File: src/rtl/axil_xbar_rr.sv
// NUM_MASTER x NUM_SLAVE AXI4-Lite crossbar; independent round-robin read and write paths, 1-cycle grant.
// Optional AXIL_XBAR_DECERR_EN: unmapped addresses hit an internal DECERR responder instead of slave 0.
module axil_xbar_rr #(
    parameter int NUM_MASTER = 2,
    parameter int NUM_SLAVE  = 2,
    parameter int ADDR_W     = 32,
    parameter int DATA_W     = 32,
    parameter logic [NUM_SLAVE*ADDR_W-1:0] SLV_BASE = {32'h10, 32'h0},
    parameter logic [NUM_SLAVE*ADDR_W-1:0] SLV_MASK = {32'hFFFFFFF0, 32'hFFFFFFF0}
) (
    input  logic                             aclk,
    input  logic                             areset,
    input  logic [NUM_MASTER*ADDR_W-1:0]     mst_awaddr,
    input  logic [NUM_MASTER-1:0]            mst_awvalid,
    output logic [NUM_MASTER-1:0]            mst_awready,
    input  logic [NUM_MASTER*DATA_W-1:0]     mst_wdata,
    input  logic [NUM_MASTER*DATA_W/8-1:0]   mst_wstrb,
    input  logic [NUM_MASTER-1:0]            mst_wvalid,
    output logic [NUM_MASTER-1:0]            mst_wready,
    output logic [NUM_MASTER*2-1:0]          mst_bresp,
    output logic [NUM_MASTER-1:0]            mst_bvalid,
    input  logic [NUM_MASTER-1:0]            mst_bready,
    input  logic [NUM_MASTER*ADDR_W-1:0]     mst_araddr,
    input  logic [NUM_MASTER-1:0]            mst_arvalid,
    output logic [NUM_MASTER-1:0]            mst_arready,
    output logic [NUM_MASTER*DATA_W-1:0]     mst_rdata,
    output logic [NUM_MASTER*2-1:0]          mst_rresp,
    output logic [NUM_MASTER-1:0]            mst_rvalid,
    input  logic [NUM_MASTER-1:0]            mst_rready,
    output logic [NUM_SLAVE*ADDR_W-1:0]      slv_awaddr,
    output logic [NUM_SLAVE-1:0]             slv_awvalid,
    input  logic [NUM_SLAVE-1:0]             slv_awready,
    output logic [NUM_SLAVE*DATA_W-1:0]      slv_wdata,
    output logic [NUM_SLAVE*DATA_W/8-1:0]    slv_wstrb,
    output logic [NUM_SLAVE-1:0]             slv_wvalid,
    input  logic [NUM_SLAVE-1:0]             slv_wready,
    input  logic [NUM_SLAVE*2-1:0]           slv_bresp,
    input  logic [NUM_SLAVE-1:0]             slv_bvalid,
    output logic [NUM_SLAVE-1:0]             slv_bready,
    output logic [NUM_SLAVE*ADDR_W-1:0]      slv_araddr,
    output logic [NUM_SLAVE-1:0]             slv_arvalid,
    input  logic [NUM_SLAVE-1:0]             slv_arready,
    input  logic [NUM_SLAVE*DATA_W-1:0]      slv_rdata,
    input  logic [NUM_SLAVE*2-1:0]           slv_rresp,
    input  logic [NUM_SLAVE-1:0]             slv_rvalid,
    output logic [NUM_SLAVE-1:0]             slv_rready
);
    localparam int STRB_W = DATA_W / 8;
    localparam int MI_W   = (NUM_MASTER > 1) ? $clog2(NUM_MASTER) : 1;
    localparam int SI_W   = (NUM_SLAVE > 1) ? $clog2(NUM_SLAVE) : 1;

    typedef enum logic [1:0] {W_IDLE, W_ADDR, W_RESP} w_state_t;
    typedef enum logic [1:0] {R_IDLE, R_ADDR, R_DATA} r_state_t;

    // First requester strictly after ptr, wrapping; ptr holds the last winner.
    function automatic logic [MI_W-1:0] rr_pick(input logic [NUM_MASTER-1:0] req,
                                                input logic [MI_W-1:0] ptr);
        logic [MI_W-1:0] pick;
        logic            found;
        int              idx;
        pick  = '0;
        found = 1'b0;
        for (int k = 1; k <= NUM_MASTER; k++) begin
            idx = (int'(ptr) + k) % NUM_MASTER;
            if (!found && req[idx]) begin
                pick  = MI_W'(idx);
                found = 1'b1;
            end
        end
        return pick;
    endfunction

    function automatic logic [SI_W-1:0] dec_sel(input logic [ADDR_W-1:0] a);
        logic [SI_W-1:0] sel;
        sel = '0;
        for (int j = NUM_SLAVE - 1; j >= 0; j--)
            if ((a & SLV_MASK[j*ADDR_W +: ADDR_W]) == SLV_BASE[j*ADDR_W +: ADDR_W])
                sel = SI_W'(j);
        return sel;
    endfunction

`ifdef AXIL_XBAR_DECERR_EN
    function automatic logic dec_hit(input logic [ADDR_W-1:0] a);
        logic hit;
        hit = 1'b0;
        for (int j = 0; j < NUM_SLAVE; j++)
            if ((a & SLV_MASK[j*ADDR_W +: ADDR_W]) == SLV_BASE[j*ADDR_W +: ADDR_W])
                hit = 1'b1;
        return hit;
    endfunction
    logic w_err, w_err_nxt, r_err, r_err_nxt;
`endif

    w_state_t        w_state, w_state_nxt;
    r_state_t        r_state, r_state_nxt;
    logic [MI_W-1:0] wgnt, wgnt_nxt, wptr, wptr_nxt, rgnt, rgnt_nxt, rptr, rptr_nxt;
    logic [SI_W-1:0] wsel, wsel_nxt, rsel, rsel_nxt;
    logic            aw_done, aw_done_nxt, w_done, w_done_nxt;

    always_ff @(posedge aclk or posedge areset) begin
        if (areset) begin
            w_state <= W_IDLE;
            r_state <= R_IDLE;
            wgnt    <= '0;
            rgnt    <= '0;
            wsel    <= '0;
            rsel    <= '0;
            wptr    <= MI_W'(NUM_MASTER - 1);
            rptr    <= MI_W'(NUM_MASTER - 1);
            aw_done <= 1'b0;
            w_done  <= 1'b0;
`ifdef AXIL_XBAR_DECERR_EN
            w_err   <= 1'b0;
            r_err   <= 1'b0;
`endif
        end else begin
            w_state <= w_state_nxt;
            r_state <= r_state_nxt;
            wgnt    <= wgnt_nxt;
            rgnt    <= rgnt_nxt;
            wsel    <= wsel_nxt;
            rsel    <= rsel_nxt;
            wptr    <= wptr_nxt;
            rptr    <= rptr_nxt;
            aw_done <= aw_done_nxt;
            w_done  <= w_done_nxt;
`ifdef AXIL_XBAR_DECERR_EN
            w_err   <= w_err_nxt;
            r_err   <= r_err_nxt;
`endif
        end
    end

    always_comb begin
        w_state_nxt = w_state;
        wgnt_nxt    = wgnt;
        wsel_nxt    = wsel;
        wptr_nxt    = wptr;
        aw_done_nxt = aw_done;
        w_done_nxt  = w_done;
        mst_awready = '0;
        mst_wready  = '0;
        mst_bvalid  = '0;
        mst_bresp   = '0;
        slv_awaddr  = '0;
        slv_awvalid = '0;
        slv_wdata   = '0;
        slv_wstrb   = '0;
        slv_wvalid  = '0;
        slv_bready  = '0;
`ifdef AXIL_XBAR_DECERR_EN
        w_err_nxt   = w_err;
`endif
        case (w_state)
            W_IDLE: if (|mst_awvalid) begin
                wgnt_nxt    = rr_pick(mst_awvalid, wptr);
                wsel_nxt    = dec_sel(mst_awaddr[int'(wgnt_nxt)*ADDR_W +: ADDR_W]);
                wptr_nxt    = wgnt_nxt;
                aw_done_nxt = 1'b0;
                w_done_nxt  = 1'b0;
`ifdef AXIL_XBAR_DECERR_EN
                w_err_nxt   = !dec_hit(mst_awaddr[int'(wgnt_nxt)*ADDR_W +: ADDR_W]);
`endif
                w_state_nxt = W_ADDR;
            end
            W_ADDR: begin
`ifdef AXIL_XBAR_DECERR_EN
                if (w_err) begin
                    mst_awready[wgnt] = !aw_done;
                    mst_wready[wgnt]  = !w_done;
                end else
`endif
                begin
                    // Each channel is forwarded only until its own handshake.
                    slv_awaddr[int'(wsel)*ADDR_W +: ADDR_W] = mst_awaddr[int'(wgnt)*ADDR_W +: ADDR_W];
                    slv_awvalid[wsel] = mst_awvalid[wgnt] & !aw_done;
                    mst_awready[wgnt] = slv_awready[wsel] & !aw_done;
                    slv_wdata[int'(wsel)*DATA_W +: DATA_W] = mst_wdata[int'(wgnt)*DATA_W +: DATA_W];
                    slv_wstrb[int'(wsel)*STRB_W +: STRB_W] = mst_wstrb[int'(wgnt)*STRB_W +: STRB_W];
                    slv_wvalid[wsel]  = mst_wvalid[wgnt] & !w_done;
                    mst_wready[wgnt]  = slv_wready[wsel] & !w_done;
                end
                aw_done_nxt = aw_done | (mst_awvalid[wgnt] & mst_awready[wgnt]);
                w_done_nxt  = w_done | (mst_wvalid[wgnt] & mst_wready[wgnt]);
                if (aw_done_nxt && w_done_nxt)
                    w_state_nxt = W_RESP;
            end
            W_RESP: begin
`ifdef AXIL_XBAR_DECERR_EN
                if (w_err) begin
                    mst_bvalid[wgnt] = 1'b1;
                    mst_bresp[int'(wgnt)*2 +: 2] = 2'b11;
                end else
`endif
                begin
                    mst_bvalid[wgnt] = slv_bvalid[wsel];
                    mst_bresp[int'(wgnt)*2 +: 2] = slv_bresp[int'(wsel)*2 +: 2];
                    slv_bready[wsel] = mst_bready[wgnt];
                end
                if (mst_bvalid[wgnt] && mst_bready[wgnt])
                    w_state_nxt = W_IDLE;
            end
            default: w_state_nxt = W_IDLE;
        endcase
    end

    always_comb begin
        r_state_nxt = r_state;
        rgnt_nxt    = rgnt;
        rsel_nxt    = rsel;
        rptr_nxt    = rptr;
        mst_arready = '0;
        mst_rvalid  = '0;
        mst_rdata   = '0;
        mst_rresp   = '0;
        slv_araddr  = '0;
        slv_arvalid = '0;
        slv_rready  = '0;
`ifdef AXIL_XBAR_DECERR_EN
        r_err_nxt   = r_err;
`endif
        case (r_state)
            R_IDLE: if (|mst_arvalid) begin
                rgnt_nxt    = rr_pick(mst_arvalid, rptr);
                rsel_nxt    = dec_sel(mst_araddr[int'(rgnt_nxt)*ADDR_W +: ADDR_W]);
                rptr_nxt    = rgnt_nxt;
`ifdef AXIL_XBAR_DECERR_EN
                r_err_nxt   = !dec_hit(mst_araddr[int'(rgnt_nxt)*ADDR_W +: ADDR_W]);
`endif
                r_state_nxt = R_ADDR;
            end
            R_ADDR: begin
`ifdef AXIL_XBAR_DECERR_EN
                if (r_err) begin
                    mst_arready[rgnt] = 1'b1;
                end else
`endif
                begin
                    slv_araddr[int'(rsel)*ADDR_W +: ADDR_W] = mst_araddr[int'(rgnt)*ADDR_W +: ADDR_W];
                    slv_arvalid[rsel] = mst_arvalid[rgnt];
                    mst_arready[rgnt] = slv_arready[rsel];
                end
                if (mst_arvalid[rgnt] && mst_arready[rgnt])
                    r_state_nxt = R_DATA;
            end
            R_DATA: begin
`ifdef AXIL_XBAR_DECERR_EN
                if (r_err) begin
                    mst_rvalid[rgnt] = 1'b1;
                    mst_rresp[int'(rgnt)*2 +: 2] = 2'b11;
                end else
`endif
                begin
                    mst_rvalid[rgnt] = slv_rvalid[rsel];
                    mst_rdata[int'(rgnt)*DATA_W +: DATA_W] = slv_rdata[int'(rsel)*DATA_W +: DATA_W];
                    mst_rresp[int'(rgnt)*2 +: 2] = slv_rresp[int'(rsel)*2 +: 2];
                    slv_rready[rsel] = mst_rready[rgnt];
                end
                if (mst_rvalid[rgnt] && mst_rready[rgnt])
                    r_state_nxt = R_IDLE;
            end
            default: r_state_nxt = R_IDLE;
        endcase
    end
endmodule

File: config.mk
export PLATFORM = sky130hd
export DESIGN_NAME = axil_xbar_rr
export DESIGN_NICKNAME = d
export VERILOG_FILES = /design/src/rtl/axil_xbar_rr.sv
export SDC_FILE = /design/constraint.sdc
export NUM_CORES = 1
export LEC_CHECK = 0
export ABC_AREA = 1
export CAP_MARGIN = 25
export CORE_AREA = 2 2 227 229
export DETAILED_ROUTE_END_ITERATION = 6
export DIE_AREA = 0 0 229 231
export HOLD_SLACK_MARGIN = 0.1
export SYNTH_ARGS = -nofsm -noshare
export SYNTH_HDL_FRONTEND = slang
export SYNTH_SLANG_ARGS = --single-unit
File: constraint.sdc
create_clock -name aclk -period 1.5 [get_ports aclk]
set_input_delay 0.3 -clock aclk [delete_from_list [all_inputs] [get_ports aclk]]
set_output_delay 0.3 -clock aclk [all_outputs]
set_load 0.02 [all_outputs]
-- Yosys cells after proc, flatten, opt, wreduce, memory -nomap -nowiden
Index checks and enable logic that the tools add are counted.
- add/subtract/negate cells: 10
- magnitude comparators: 12
- eq/ne operators: 12
- shifts and indexed selects: 22
- multiplexer cells: 96
- bitwise logic cells: 29
- reduce and logical (&&, ||, !) cells: 26
- operators by type and width (operator ; number):
    64-bit by 7-bit variable part select with 32-bit output ; 6
    64-bit AND ; 4
    64-bit 2-to-1 mux ; 4
    32-bit by 33-bit variable part select with 64-bit output ; 4
    32-bit by 33-bit variable shift with 64-bit output (first input constant) ; 3
    6-bit negator with 33-bit output ; 3
    2-bit negator with 33-bit output ; 2
    2-bit by 33-bit variable shift with 4-bit output (first input constant) ; 2
    2-bit by 33-bit variable part select with 4-bit output ; 2
    1-bit 2-to-1 mux ; 65
    32-bit logical NOT ; 2
    28-bit by 1-bit equality test with 1-bit output (second input constant) ; 2
    3-bit negator with 33-bit output ; 1
    4-bit by 33-bit variable shift with 8-bit output (first input constant) ; 1
    4-bit by 33-bit variable part select with 8-bit output ; 1
    2-bit 2-to-1 mux ; 16
    2-bit AND ; 10
    2-bit by 3-bit less-than comparator with 1-bit output (second input constant) ; 4
    2-bit != test (second input constant) ; 6
    2-bit one-hot mux with 3 select lines ; 2
    1-bit logical AND ; 10
    4-bit AND ; 2
    8-bit AND ; 1
    1-bit by 2-bit less-than comparator with 1-bit output (second input constant) ; 4
    19 further kinds ; 50
- flip-flop bits (word level): 12
- input bits: 294
- output and inout bits: 292
- logic and storage cells: 217

-- Longest topological paths before layout
- depth after elaboration: 17
- gate-level depth with buffers: 9
- depth with buffers taken out: 9

-- Worst setup path after synthesis
No wires, ideal clock.
- kind: register to output
- from: reg wgnt
- to: out mst_awready[0]
- arrival: 1.321 ns
- required time: 1.200 ns
- setup slack: -0.121 ns
- cell stages (with the launch flop): 5
- buffers on the path: 3
- cell sequence: dfrtp_1 -> buf_6 -> buf_6 -> buf_4 -> nor3_1
- cells in the longest elaborated chain, start to end: 6
- elaborated cells on any way between the ends: 7
- classes of those cells: order compare: 2; mux: 3; bitwise: 1; reduce/logical: 1
- ends and longest elaborated chain (element ; line ; source):
    from (decl) ; 96 ; logic [MI_W-1:0] wgnt, wgnt_nxt, wptr, wptr_nxt, rgnt, rgnt_nxt, rptr, rptr_nxt;
    from (signal assigned) ; 119 ; wgnt <= wgnt_nxt;
    1-bit by 2-bit less-than comparator with 1-bit output (not written as such) or 1-bit greater-or-equal comparator (tied branches) ; 177 ; mst_awready[wgnt] = slv_awready[wsel] & !aw_done;
    1-bit logical AND (not written as such) ; 177 ;
    1-bit 2-to-1 mux (not written as such) ; 177 ;
    1-bit demux with 1-bit select * ; 177 ;
    2-bit AND (no source line) * ; - ;
    2-bit 2-to-1 mux * ; 154 ; case (w_state)
    to (decl) ; 15 ; output logic [NUM_MASTER-1:0] mst_awready,
Every way passes the cells marked *; elsewhere a longest branch is shown, timed or not.

-- Final worst setup path
- from: reg wgnt
- to: out slv_wdata[38]
- cells in the longest elaborated chain, start to end: 4
- ends and longest elaborated chain (element ; line ; source):
    64-bit by 7-bit variable part select with 32-bit output ; 178 ; slv_wdata[int'(wsel)*DATA_W +: DATA_W] = mst_wdata[int'(wgnt)*DATA_W +: DATA_W];
    32-bit by 33-bit variable part select with 64-bit output ; 178 ;
    64-bit AND (no source line) ; - ;
    64-bit 2-to-1 mux ; 154 ;
    to (decl) ; 33 ; output logic [NUM_SLAVE*DATA_W-1:0] slv_wdata,
Every way passes these cells.

==> results.toml <==
[place]
detailed_place.area_sq_mm = 0.0123
place.detailed.hpwl_um = 27300
gp_congestion = 0.921
buffers_on_ports = 585

[timing]
timing_worst_slew_pin_value_ns = 0.441
timing.setup.tns_ns = -108.50
slew_headroom = 0.703
finalHoldViolations = 0
achievable-frequency_mhz = 503
max_transition_viols_final = 0
finalCritPeriodShare = 1.33
final_setup_violations = 298
fin_crit_ns = 1.99
rsz0062_at_grt = "true"
final_clock_skew_ns = 0.00118
fin_ws_ns = -0.489

[drt]
detailedRoute.firstPassIterationCount = 5
dr.first_iter.drc_count = 300
ant_nets = 0
routed_wirelength_um = 37300
detail_routed_via_count_per_cell = 3.70
drcViolationCount = 0
wl_per_cell_um = 16.4
detailroute.via_count = 8438

[pwr]
power.static_leakage_nw = 6.55
ir_drop_mv = 0.786
power.density_cell_area_mw_per_mm2 = 1760

[cells_and_area]
post_route_standard_cell_area_excluding_fillers_sq_mm = 0.0151
mostFrequentLayoutCells = "309 x sky130_fd_sc_hd__buf_4, 293 x sky130_fd_sc_hd__clkdlybuf4s50_1, 185 x sky130_fd_sc_hd__nor2_1"
area_overhead_of_the_layout_relative_to_synthesis_pct = 271
antenna_cells = 0
drive_gt1_frac = 0.541
layout.filler_cells = 5380
layout.core_utilization = 0.297
finish.net_count = 1893
most_frequent_standard_cell_in_the_layout_excluding_fill_and_tap_cells = "sky130_fd_sc_hd__buf_4"

[logic_synthesis]
synth.ff_latch_count = 12
yosys_warnings = 0
yosys.cell_types.count = 26
synth_nets = 1099
syn_area_per_cell_sq_um = 5.04
synthesis.area_sq_mm = 0.00406
synth_sequential_area_ratio = 0.0746
cells_after_synthesis = 805

[cts]
hold_buffers = 0
tritoncts = "built"
clk_root_buffer_cell = "sky130_fd_sc_hd__clkbuf_16"
htree_num_levels = 1
clk_path_buf_depth = 2
number_of_sinks_driven_by_the_clock_tree = 12
cts_inserted_buffers = 3
register_clock_pin_slew_on_the_reported_worst_setup_and_hold_paths_ns = 0.05
clock_latency_ns = 0.25

[setup_path]
crit_path_cell_trace = "clkbuf_16, buf_12, mux2i_4, nor2_2, buf_4"
worst_path_max_delay_cell = "sky130_fd_sc_hd__dfrtp_4"
r2r_slack_ns = -0.24
cp-start-kind = "register"
r2r.worst_path.cells = 10
critical_path.reg2reg.endpoint = "w_state[1]"
cp_max_fo = 8
timing.critical_path.max_delay_family = "buffers and inverters"
worstReg2RegStart = "wgnt"
critical_path_required_ns = 1.20
timing.critical_path.slowest_cell_delay_ns = 0.52
critPathKind = "register to output pin"
critPathCaptureType = "output pin"
arrival_ns = 1.69
path_buf_inv = 3

[global_routing]
grt_overflow = 0
antenna_found_initial = 0
grt_pass1_wl_um = 47500
globalRouteTotalUtil = 0.116
grt_pass1_vias = 8187
grt_max_degree = 46

[die]
floorplan.die.width_um = 229
core_region_area_sq_mm = 0.0507
initial_utilization = 0.0801
boundaryPins = 586
die_area_sq_mm = 0.0529
num_rows = 83
die_y_um = 231

[status]
outcome = "finished with violations"
violations = "negative setup slack"

[run]
max_cap_violations = 0

[hold_path]
holdCritPathClass = "input port to asynchronous set/reset pin"
==> state kept, by name (all words and copies together), names as in the netlist <==
register and flops:
aw_done 1, r_state 2, rgnt 1, rptr 1
rsel 1, w_done 1, w_state 2, wgnt 1
wptr 1, wsel 1
==> kinds of logic (layout without fill, tap and decap cells) <==
logic type	after synthesis	in the layout	synth area share
simple gates	508	508	0.484
buf+inv	131	924	0.145
mux	83	83	0.205
compound gates	71	71	0.0916
flops	12	12	0.0746
==> worst register-to-register path, stage by stage (launching register included) <==
cell and delay, ns:
sky130_fd_sc_hd__dfrtp_4 0.56, sky130_fd_sc_hd__buf_12 0.18, sky130_fd_sc_hd__buf_12 0.15, sky130_fd_sc_hd__nand2_4 0.06
sky130_fd_sc_hd__nand2_4 0.06, sky130_fd_sc_hd__buf_4 0.13, sky130_fd_sc_hd__buf_4 0.12, sky130_fd_sc_hd__a21oi_2 0.16
sky130_fd_sc_hd__nor2_2 0.08, sky130_fd_sc_hd__nand3_1 0.08, sky130_fd_sc_hd__nand2_1 0.05
==> area by class of cell <==
| class | count | area (sq um) | area share |
|---|---|---|---|
| Multi-Input combinational cell | 662 | 5140 | 0.341 |
| Timing Repair Buffer | 838 | 8340 | 0.554 |
| Clock buffer | 4 | 88.8 | 0.00590 |
| Sequential cell | 12 | 313 | 0.0208 |
| Inverter | 82 | 324 | 0.0215 |
| Tap cell | 680 | 851 | 0.0565 |
==> Yosys cell counts, drive strengths merged <==
| library cell | count | area, sq um |
|---|---|---|
| or2 | 1 | 6.26 |
| clkbuf | 13 | 48.8 |
| nor3 | 11 | 55.1 |
| buf | 36 | 231 |
| o22ai | 2 | 12.5 |
| mux2i | 83 | 831 |
| o21ai | 64 | 324 |
| nand2 | 145 | 549 |
| dfrtp | 10 | 250 |
| nor2 | 338 | 1280 |
| nand4 | 4 | 25.0 |
| and2 | 4 | 25.0 |
| a21boi | 1 | 7.51 |
| dfstp | 2 | 52.6 |
| inv | 82 | 308 |
| a21oi | 4 | 27.5 |
| nand3 | 5 | 25.0 |
==> how the worst max path moves through the flow <==
stage / from / to / slack (ns) / cells past startpoint
after detailed placement: wgnt / slv_wvalid[0] / -0.77 / 7
after global placement: wgnt / slv_wvalid[0] / -0.79 / 7
after global routing: rsel / mst_rresp[2] / -0.56 / 5
final: wgnt / slv_wdata[38] / -0.49 / 5
after CTS: wgnt / slv_wvalid[1] / -0.59 / 8
after floorplan: wgnt / mst_awready[0] / -0.12 / 4
==> metrics by stage <==
stage          hold slack, ns  std cells  total power (W)  setup slack, ns
3_5_place_dp            0.464       2208           0.0180           -0.767
4_1_cts                 0.379       2233           0.0198           -0.594
5_1_grt                 0.398       2278           0.0277           -0.565
6_report                0.365       2278           0.0265           -0.489
3_3_place_gp            0.452       2208           0.0179           -0.788
2_1_floorplan           0.163        805          0.00915           -0.121
==> layer usage <==
| layer | global-route usage | up-vias | share of wire |
|---|---|---|---|
| met5 | 0 | - | 0 |
| met4 | 0.0375 | 0 | 0.031 |
| met3 | 0.0232 | 67 | 0.059 |
| met2 | 0.213 | 391 | 0.53 |
| met1 | 0.133 | 3884 | 0.38 |
| li1 | - | 4096 | - |
==> report_power, final <==
part	internal [W]	switching [W]
combinational	0.0125	0.0126
sequential	0.000520	0.000264
clock	0.000405	0.000175
total	0.0134	0.0131
==> what timing repair did <==
action,in CTS,in global routing
pin swaps,4,50
gates resized for setup,801,1240
buffers inserted,16,36
endpoints found under the setup margin,297,300
gates cloned,5,14
No activity file was read; power rests on OpenSTA's default activity.
